$ cat config.mk
export PLATFORM = sky130hd
export DESIGN_NAME = ps2_host_tx
export DESIGN_NICKNAME = d
export VERILOG_FILES = /design/src/rtl/ps2_pkg.sv /design/src/rtl/ps2_line_filter.sv /design/src/rtl/ps2_host_tx.sv
export SDC_FILE = /design/constraint.sdc
export NUM_CORES = 1
export LEC_CHECK = 0
export BUFFER_PORTS_ARGS = -buffer_cell sky130_fd_sc_hd__buf_2
export CAP_MARGIN = 5
export CORE_ASPECT_RATIO = 1.2
export CORE_UTILIZATION = 50
export DETAILED_ROUTE_END_ITERATION = 8
export PLACE_DENSITY_LB_ADDON = 0.1
export RECOVER_POWER = 25
export SYNTH_ARGS = -nofsm -noshare
export SYNTH_HDL_FRONTEND = slang
export SYNTH_HIERARCHICAL = 1
export SYNTH_SLANG_ARGS = --single-unit
export TNS_END_PERCENT = 20
$ cat constraint.sdc
create_clock -name clk -period 5.65 [get_ports clk]
set_input_delay 0.2825 -clock clk [delete_from_list [all_inputs] [get_ports clk]]
set_output_delay 0.2825 -clock clk [all_outputs]
set_load 0.02 [all_outputs]
$ cat src/rtl/ps2_pkg.sv
// ps2_pkg: shared state encoding, error codes and PS/2 command bytes for the host transmitter.
package ps2_pkg;
    typedef enum logic [2:0] {IDLE, INHIBIT, WAIT_START, SHIFT, ACK, FINISH, FAIL} state_t;

    localparam logic [1:0] ERR_NONE     = 2'd0;
    localparam logic [1:0] ERR_NACK     = 2'd1;
    localparam logic [1:0] ERR_START_TO = 2'd2;
    localparam logic [1:0] ERR_XFER_TO  = 2'd3;

    localparam logic [7:0] CMD_SET_LEDS = 8'hED;
    localparam logic [7:0] CMD_ECHO     = 8'hEE;
    localparam logic [7:0] CMD_ENABLE   = 8'hF4;
    localparam logic [7:0] CMD_RESEND   = 8'hFE;
    localparam logic [7:0] CMD_RESET    = 8'hFF;

    function automatic logic odd_parity(input logic [7:0] d);
        return ~^d;
    endfunction
endpackage

$ cat src/rtl/ps2_line_filter.sv
// ps2_line_filter: 2-FF synchronizer plus stability filter with a registered falling-edge strobe.
module ps2_line_filter #(
    parameter int FILTER_LEN = 8
) (
    input  logic clk,
    input  logic rst,
    input  logic raw,
    output logic level,
    output logic fall
);
    localparam int CW = $clog2(FILTER_LEN + 1);
    localparam logic [CW-1:0] LAST = CW'(FILTER_LEN - 1);

    logic [1:0] sync;
    logic [CW-1:0] cnt;

    always_ff @(posedge clk or posedge rst) begin
        if (rst) begin
            sync  <= 2'b11;
            level <= 1'b1;
            fall  <= 1'b0;
            cnt   <= '0;
        end else begin
            sync <= {sync[0], raw};
            fall <= 1'b0;
            if (sync[1] == level)
                cnt <= '0;
            else if (cnt == LAST) begin
                level <= sync[1];
                fall  <= level;
                cnt   <= '0;
            end else
                cnt <= cnt + 1'b1;
        end
    end
endmodule

$ cat src/rtl/ps2_host_tx.sv
// ps2_host_tx: host-to-device PS/2 command transmitter with ACK/NACK/timeout reporting.
// Define PS2_TX_RETRY_EN to retry a failed byte up to MAX_RETRY times before reporting.
module ps2_host_tx
    import ps2_pkg::*;
#(
    parameter int INHIBIT_CYCLES       = 6000,
    parameter int START_TIMEOUT_CYCLES = 750000,
    parameter int XFER_TIMEOUT_CYCLES  = 100000,
    parameter int FILTER_LEN           = 8,
    parameter int MAX_RETRY            = 2
) (
    input  logic       clk,
    input  logic       rst,
    input  logic [7:0] tx_data,
    input  logic       tx_valid,
    output logic       tx_ready,
    input  logic       kclk_in,
    input  logic       kdata_in,
    output logic       kclk_oe,
    output logic       kdata_oe,
    output logic       busy,
    output logic       done,
    output logic       ack_ok,
    output logic [1:0] err_code
);
    localparam int TMAX = INHIBIT_CYCLES > START_TIMEOUT_CYCLES ? INHIBIT_CYCLES : START_TIMEOUT_CYCLES;
    localparam int TW = $clog2(TMAX + 1);
    localparam int XW = $clog2(XFER_TIMEOUT_CYCLES + 1);
    localparam logic [TW-1:0] INH_START = TW'(INHIBIT_CYCLES - 2);
    localparam logic [TW-1:0] INH_END   = TW'(INHIBIT_CYCLES - 1);
    localparam logic [TW-1:0] START_END = TW'(START_TIMEOUT_CYCLES - 1);
    localparam logic [XW-1:0] XFER_END  = XW'(XFER_TIMEOUT_CYCLES - 1);

    state_t state;
    logic [7:0] data;
    logic par;
    logic [TW-1:0] tmr;
    logic [XW-1:0] xtmr;
    logic [3:0] cnt;
    logic clk_lvl, clk_fall, dat_lvl, dat_fall_unused;
    logic xfer_to, start_to, nack, fail_req;
    logic [1:0] fail_code;

    ps2_line_filter #(.FILTER_LEN(FILTER_LEN)) u_clk_filt (
        .clk(clk), .rst(rst), .raw(kclk_in), .level(clk_lvl), .fall(clk_fall)
    );
    ps2_line_filter #(.FILTER_LEN(FILTER_LEN)) u_dat_filt (
        .clk(clk), .rst(rst), .raw(kdata_in), .level(dat_lvl), .fall(dat_fall_unused)
    );

`ifdef PS2_TX_RETRY_EN
    localparam int RW = $clog2(MAX_RETRY + 2);
    logic [RW-1:0] retry;
    logic retry_ok;
    assign retry_ok = retry < RW'(MAX_RETRY);
`else
    localparam int MAX_RETRY_UNUSED = MAX_RETRY;
`endif

    // A transfer timeout outranks any line event seen on the same cycle
    always_comb begin
        xfer_to   = (state == SHIFT || state == ACK || state == FINISH) && xtmr == XFER_END;
        start_to  = state == WAIT_START && tmr == START_END && !clk_fall;
        nack      = state == ACK && clk_fall && dat_lvl && !xfer_to;
        fail_code = xfer_to ? ERR_XFER_TO : nack ? ERR_NACK : ERR_START_TO;
    end
    assign fail_req = xfer_to | start_to | nack;

    always_ff @(posedge clk or posedge rst) begin
        if (rst) begin
            state    <= IDLE;
            data     <= '0;
            par      <= 1'b0;
            tmr      <= '0;
            xtmr     <= '0;
            cnt      <= '0;
            kclk_oe  <= 1'b0;
            kdata_oe <= 1'b0;
            busy     <= 1'b0;
            tx_ready <= 1'b1;
            done     <= 1'b0;
            ack_ok   <= 1'b0;
            err_code <= ERR_NONE;
`ifdef PS2_TX_RETRY_EN
            retry    <= '0;
`endif
        end else begin
            done <= 1'b0;
            tmr  <= tmr == '1 ? tmr : tmr + 1'b1;
            xtmr <= xtmr == '1 ? xtmr : xtmr + 1'b1;
            case (state)
                IDLE: if (tx_valid && tx_ready) begin
                    data     <= tx_data;
                    par      <= odd_parity(tx_data);
                    state    <= INHIBIT;
                    kclk_oe  <= 1'b1;
                    tmr      <= '0;
                    busy     <= 1'b1;
                    tx_ready <= 1'b0;
                    ack_ok   <= 1'b0;
                    err_code <= ERR_NONE;
`ifdef PS2_TX_RETRY_EN
                    retry    <= '0;
`endif
                end
                // Start bit goes out one cycle before kclk is released
                INHIBIT: begin
                    if (tmr == INH_START) kdata_oe <= 1'b1;
                    if (tmr == INH_END) begin
                        kclk_oe <= 1'b0;
                        state   <= WAIT_START;
                        tmr     <= '0;
                    end
                end
                WAIT_START: if (clk_fall) begin
                    kdata_oe <= ~data[0];
                    cnt      <= 4'd1;
                    xtmr     <= '0;
                    state    <= SHIFT;
                end
                SHIFT: if (clk_fall) begin
                    kdata_oe <= cnt == 4'd8 ? ~par : cnt == 4'd9 ? 1'b0 : ~data[cnt[2:0]];
                    cnt      <= cnt + 1'b1;
                    if (cnt == 4'd9) state <= ACK;
                end
                ACK: if (clk_fall && !dat_lvl) state <= FINISH;
                FINISH: if (clk_lvl && dat_lvl && !xfer_to) begin
                    done     <= 1'b1;
                    ack_ok   <= 1'b1;
                    err_code <= ERR_NONE;
                    busy     <= 1'b0;
                    tx_ready <= 1'b1;
                    state    <= IDLE;
                end
                FAIL: begin
                    done     <= 1'b1;
                    ack_ok   <= 1'b0;
                    busy     <= 1'b0;
                    tx_ready <= 1'b1;
                    state    <= IDLE;
                end
                default: state <= IDLE;
            endcase
            if (fail_req) begin
                err_code <= fail_code;
                kdata_oe <= 1'b0;
                tmr      <= '0;
`ifdef PS2_TX_RETRY_EN
                if (retry_ok) begin
                    retry   <= retry + 1'b1;
                    kclk_oe <= 1'b1;
                    state   <= INHIBIT;
                end else begin
                    kclk_oe <= 1'b0;
                    state   <= FAIL;
                end
`else
                kclk_oe <= 1'b0;
                state   <= FAIL;
`endif
            end
        end
    end
endmodule

==> impl_metrics.env, run 1 <==
export IMPL_outcome="finished, violations left"
export IMPL_failed_checks="design-rule violations"
export IMPL_final_period_minus_worst_setup_slack_ps=2820
export IMPL_cts_hold_repair_buffers=1
export IMPL_fmax_mhz=355
export IMPL_gr_total_overflow=0
export IMPL_most_common_layout_cells="sky130_fd_sc_hd__dfrtp_1 (69), sky130_fd_sc_hd__nand2_1 (52), sky130_fd_sc_hd__nor2_1 (52)"
export IMPL_placedInstanceArea_sq_mm=0.00421
export IMPL_critical_path_endpoint="tmr[19]"
export IMPL_avgViaCountPerCell=5.65
export IMPL_core_area_sq_mm=0.00775
export IMPL_startpoint="state[0]"
export IMPL_critPathArrivalTime_ps=3010
export IMPL_routed_via_count=3050
export IMPL_finalNonFillerCells=540
export IMPL_inserted_clock_buffers=9
export IMPL_grt_antenna_before_repair=0
export IMPL_cp_buffers_inverters=0
export IMPL_timing_critical_path_max_delay_family="compound AO/OA/AOI/OAI gates"
export IMPL_post_cts_setup_buffer_count=0
export IMPL_critPathCaptureType="flop"
export IMPL_portion_of_the_clock_cycle_consumed_by_the_worst_path_in_the_final_layout_pct=49.9
export IMPL_cts_sink_count=76
export IMPL_critical_path_max_stage_delay_ps=820
export IMPL_critical_path_startpoint_type="flop"
export IMPL_setup_tns_ps=0
export IMPL_post_route_cells_drive_above_1_share_pct=9.60
export IMPL_die_area_sq_mm=0.00847
export IMPL_grt_max_degree=62
export IMPL_report_final_slew_viol_count=0
export IMPL_final_common_cell="sky130_fd_sc_hd__dfrtp_1"
export IMPL_clock_latency_late_sink_ps=350
export IMPL_clock_transition_at_the_register_clock_pins_on_the_worst_setup_and_hold_paths_after_cts_ps=80
export IMPL_wire_length_of_the_first_global_routing_pass_mm=13.7
export IMPL_worstReg2RegEnd="tmr[19]"
export IMPL_cts_root_buffer="sky130_fd_sc_hd__clkbuf_8"
export IMPL_worst_setup_path_type="reg2reg"
export IMPL_place_inst=523
export IMPL_hold_viol_final=0
export IMPL_syn_area_sq_mm=0.00405
export IMPL_die_extent_in_y_microns=101
export IMPL_count_of_standard_cell_rows=35
export IMPL_postSynthCellCount=424
export IMPL_critical_path_slowest_cell="sky130_fd_sc_hd__dfrtp_1"
export IMPL_max_cap_viol_count=0
export IMPL_min_delay_path_class="in2reg"
export IMPL_detail_route_first_pass_iterations=6
export IMPL_clock_path_buffers=2
export IMPL_ant_nets=0
export IMPL_fin_nets=464
export IMPL_finalWorstSetupSlack_ps=2830
export IMPL_worst_path_max_fanout=25
export IMPL_final_setup_skew_ps=9.01
export IMPL_seq_area_sq_mm=0.00191
export IMPL_dr_first_iter_drc_count=197
export IMPL_final_design_area_no_fill_sq_mm=0.00441
export IMPL_port_buffers=20
export IMPL_rr_worst_depth=6
export IMPL_regToRegSetupSlack_ps=2830
export IMPL_antenna_diode_count=0
export IMPL_worst_slew_pin_transition_ps=866
export IMPL_setup_repair_after_global_routing_missed_its_margin="no"
export IMPL_post_place_ws_ps=2840
export IMPL_mean_syn_cell_area_sq_um=9.55
export IMPL_cts_h_tree_depth=3
export IMPL_worstPathRequired_ps=5850
export IMPL_synthesis_nets=445
export IMPL_power_leakage_nw=1.85
export IMPL_multi_input_comb_area_sq_mm=0.00200
export IMPL_place_hpwl_mm=5.44
export IMPL_grt_pass1_vias=2920
export IMPL_floorplan_initialDensity_pct=52.3
export IMPL_gp_congestion=0.810
export IMPL_power_ir_vdd_worst_mv=0.147
export IMPL_num_fill_cells=689
export IMPL_globalRouteTotalUtil_pct=20.4
export IMPL_drt_wl_total_mm=7.85
export IMPL_relSlewSlack_pct=42.3
export IMPL_setup_viol=0
export IMPL_post_cts_resize_count=0
export IMPL_power_per_cell_area_mw_per_mm2=252
export IMPL_power_mw=1.11
export IMPL_num_io_pins=21
export IMPL_yosysWarnings=6
export IMPL_floorplan_die_width_microns=84.2
export IMPL_routedWlPerCell_microns=14.5
export IMPL_drc=2
export IMPL_crit_reg2reg_launch="state[0]"
export IMPL_crit_path_cell_trace="nand3b_1 > a211o_1 > o22ai_1 > or2_1 > a311o_1 > nor3_1"
export IMPL_worstSetupPathDepth=6
export IMPL_area_growth_pct=8.84
export IMPL_cts_tree="yes"
==> cell type report <==
cell class,instances,share of cell area (%)
multi-input combinational,317,45.3
sequential,76,43.3
tap,92,2.61
clock buffer,12,3.52
timing repair buffer,23,2.58
clock inverter,4,1.25
inverter,16,1.36
==> stage by stage <==
stage,hold WS (ps),utilization [%]
after global routing,0.0499,56.9
after CTS,14.1,57.1
final,26.6,56.9
after detailed placement,246,54.3
after floorplan,83.7,-
after global placement,243,54.3
==> worst min path at each step <==
stage | cells past startpoint | start | end | slack (ps)
3_3_place_gp | 2 | rst | u_dat_filt/cnt[2] | 240
4_1_cts | 1 | kdata_in | u_dat_filt/sync[0] | 10
5_1_grt | 1 | kclk_in | u_clk_filt/sync[0] | 0.05
6_report | 1 | kclk_in | u_clk_filt/sync[0] | 30
2_1_floorplan | 1 | rst | u_dat_filt/cnt[0] | 80
3_5_place_dp | 2 | rst | u_dat_filt/cnt[3] | 250
==> report_power, final <==
group | switching (mW) | internal, mW
Sequential | 0.0243 | 0.572
Combinational | 0.0400 | 0.0379
Clock | 0.207 | 0.232
Total | 0.271 | 0.841
==> registers in the layout (all words and copies together) (netlist names), 2 cells and up <==
signal / cells
u_dat_filt/cnt: 4
u_clk_filt/cnt: 4
data: 8
cnt: 4
err_code: 2
state: 3
tmr: 20
u_dat_filt/sync: 2
u_clk_filt/sync: 2
xtmr: 17
==> worst reg2reg max path, stage by stage (launching register included) <==
cell and delay, ps:
sky130_fd_sc_hd__dfrtp_1 820, sky130_fd_sc_hd__nand3b_1 180, sky130_fd_sc_hd__a211o_1 350, sky130_fd_sc_hd__o22ai_1 210, sky130_fd_sc_hd__or2_1 240, sky130_fd_sc_hd__a311o_1 720, sky130_fd_sc_hd__nor3_1 140
==> layer usage <==
metal | part of all wire (%) | up-vias | global-route usage [%]
met2 | 47 | 46 | 32.7
met5 | 0 | - | 0
met4 | 1.6 | 0 | 8.89
li1 | - | 1530 | -
met3 | 2.6 | 12 | 3.69
met1 | 49 | 1462 | 27.5
Power figures use the tool's default switching activity.
==> run 2, diff against run 1 <==
clock period = 2.3 ns   (was 5.65 ns; I/O delays follow)
==> run 2 against run 1 <==
Compared with the run above: the flow finishes with violations (design-rule violations, max-capacitance violations, max-slew violations); register-to-register slack worse by 2600 ps; via count is 4.2% higher; critical path depth stayed put; hold slack worse by 18 ps; sequential power is 150% higher; sequential share of layout area is 2.2 points lower; design area is 5.2% higher; die area stayed put; wire length is 4.8% higher; final cell count is 4.1% higher; non-clock buffer count is 22 higher; clock skew is 9.3 ps higher; critical endpoint is now kdata_oe; largest cell class unchanged; largest power group unchanged.
==> impl_metrics.env, run 2 (synthesis gave the netlist of run 1 again) <==
export IMPL_avgViaCountPerCell=5.65
export IMPL_finalWorstSetupSlack_ps=190
export IMPL_worst_path_max_fanout=10
export IMPL_power_leakage_nw=2.00
export IMPL_setup_viol=0
export IMPL_power_ir_vdd_worst_mv=0.588
export IMPL_num_fill_cells=650
export IMPL_cts_sink_count=76
export IMPL_setup_repair_after_global_routing_missed_its_margin="no"
export IMPL_clock_transition_at_the_register_clock_pins_on_the_worst_setup_and_hold_paths_after_cts_ps=90
export IMPL_gp_congestion=0.827
export IMPL_power_mw=2.81
export IMPL_power_per_cell_area_mw_per_mm2=605
export IMPL_num_io_pins=21
export IMPL_wire_length_of_the_first_global_routing_pass_mm=14.4
export IMPL_dr_first_iter_drc_count=201
export IMPL_floorplan_initialDensity_pct=52.3
export IMPL_worst_setup_path_type="reg2reg"
export IMPL_final_common_cell="sky130_fd_sc_hd__dfrtp_1"
export IMPL_drt_wl_total_mm=8.23
export IMPL_grt_pass1_vias=3065
export IMPL_fmax_mhz=474
export IMPL_setup_tns_ps=0
export IMPL_max_cap_viol_count=1
export IMPL_cts_tree="yes"
export IMPL_regToRegSetupSlack_ps=190
export IMPL_failed_checks="design-rule violations, max-capacitance violations, max-slew violations"
export IMPL_final_setup_skew_ps=18.3
export IMPL_post_cts_setup_buffer_count=0
export IMPL_worst_slew_pin_transition_ps=1500
export IMPL_die_area_sq_mm=0.00847
export IMPL_fin_nets=486
export IMPL_cp_buffers_inverters=0
export IMPL_core_area_sq_mm=0.00775
export IMPL_drc=2
export IMPL_critical_path_startpoint_type="flop"
export IMPL_clock_path_buffers=2
export IMPL_largest_register="tmr"
export IMPL_gr_total_overflow=0
export IMPL_biggestRegsByFlops="tmr (20), xtmr (17), data (8)"
export IMPL_floorplan_die_width_microns=84.2
export IMPL_antenna_diode_count=0
export IMPL_place_hpwl_mm=5.72
export IMPL_cts_h_tree_depth=3
export IMPL_die_extent_in_y_microns=101
export IMPL_multi_input_comb_area_sq_mm=0.00202
export IMPL_hold_viol_final=0
export IMPL_seq_area_sq_mm=0.00191
export IMPL_final_design_area_no_fill_sq_mm=0.00464
export IMPL_grt_max_degree=62
export IMPL_portion_of_the_clock_cycle_consumed_by_the_worst_path_in_the_final_layout_pct=91.8
export IMPL_min_delay_path_class="in2reg"
export IMPL_critPathCaptureType="flop"
export IMPL_area_growth_pct=14.5
export IMPL_post_route_cells_drive_above_1_share_pct=14.9
export IMPL_inserted_clock_buffers=9
export IMPL_grt_antenna_before_repair=0
export IMPL_critical_path_max_stage_delay_ps=510
export IMPL_relSlewSlack_pct=-0.313
export IMPL_final_period_minus_worst_setup_slack_ps=2110
export IMPL_routed_via_count=3177
export IMPL_largest_reg_flops=20
export IMPL_detail_route_first_pass_iterations=6
export IMPL_crit_path_cell_trace="nand3b_1 > a211o_1 > o22ai_1 > o31ai_1 > or4_1 > o2bb2ai_1"
export IMPL_timing_critical_path_max_delay_family="compound AO/OA/AOI/OAI gates"
export IMPL_cts_root_buffer="sky130_fd_sc_hd__clkbuf_8"
export IMPL_port_buffers=20
export IMPL_report_final_slew_viol_count=61
export IMPL_worstPathRequired_ps=2580
export IMPL_critical_path_slowest_cell="sky130_fd_sc_hd__or4_1"
export IMPL_post_place_ws_ps=184
export IMPL_placedInstanceArea_sq_mm=0.00432
export IMPL_outcome="finished, violations left"
export IMPL_clock_latency_late_sink_ps=350
export IMPL_count_of_standard_cell_rows=35
export IMPL_critPathArrivalTime_ps=2390
export IMPL_globalRouteTotalUtil_pct=21.4
export IMPL_ant_nets=0
export IMPL_routedWlPerCell_microns=14.6
export IMPL_most_common_layout_cells="sky130_fd_sc_hd__dfrtp_1 (69), sky130_fd_sc_hd__nand2_1 (52), sky130_fd_sc_hd__nor2_1 (52)"
==> run 2: cell types whose count changed in the layout (fill, tap and decap cells not counted), sizes merged <==
cell,previous run,this run
buf,13,33
clkinvlp,1,0
clkinv,1,3
bufinv,1,2
inv,17,15
clkbuf,21,14
dlygate4sd3,1,10
==> run 2: path summary, 6_finish.rpt <==
kind,end,cells past startpoint,start
worst max-delay path,kdata_oe,6,state[2]
worst min-delay path,data[0],3,tx_data[0]
worst max register to register,kdata_oe,6,state[2]
worst min register to register,u_clk_filt/sync[1],0,u_clk_filt/sync[0]
max in group asynchronous,tmr[7],4,rst
min in group asynchronous,u_dat_filt/cnt[3],3,rst
==> run 2: metal layers <==
metal  part of all wire, %  vias up  GRT usage (%)
li1                      -     1574              -
met1                    48     1549           27.8
met2                    48       37           35.7
met3                   1.9       17           3.19
met4                   2.5        0           9.95
met5                     0        -              0
==> run 2: worst register-to-register path, stage by stage, from the launching register on <==
cell                        delay [ps]
sky130_fd_sc_hd__dfrtp_1           480
sky130_fd_sc_hd__nand3b_1          230
sky130_fd_sc_hd__a211o_1           350
sky130_fd_sc_hd__o22ai_1           210
sky130_fd_sc_hd__o31ai_1           110
sky130_fd_sc_hd__or4_1             510
sky130_fd_sc_hd__o2bb2ai_1         160
==> run 2: area by class of cell <==
| class | instances | share of cell area [%] |
|---|---|---|
| sequential | 76 | 41.2 |
| clock buffer | 12 | 3.13 |
| timing repair buffer | 45 | 6.66 |
| multi-input combinational | 317 | 43.6 |
| tap | 92 | 2.48 |
| clock inverter | 4 | 1.59 |
| inverter | 16 | 1.29 |
==> run 2: power breakdown <==
part	switching, mW	internal (mW)
clock network	0.479	0.642
registers	0.0618	1.41
logic	0.0987	0.114
==> run 2: through the flow <==
stage | utilization, % | std cells | hold slack, ps
6_report | 59.8 | 562 | 8.92
5_1_grt | 59.8 | 562 | 34.6
4_1_cts | 59.8 | 562 | 7.63
3_5_place_dp | 55.7 | 536 | 77.4
3_3_place_gp | 55.7 | 536 | 78.4
2_1_floorplan | - | 424 | -83.8
==> run 2: repair_timing <==
action / in CTS / in global routing
endpoints found under the hold margin: 84 / 0
hold buffers: 10 / 0
setup endpoints to repair: 0 / 1
resized for setup: 0 / 3
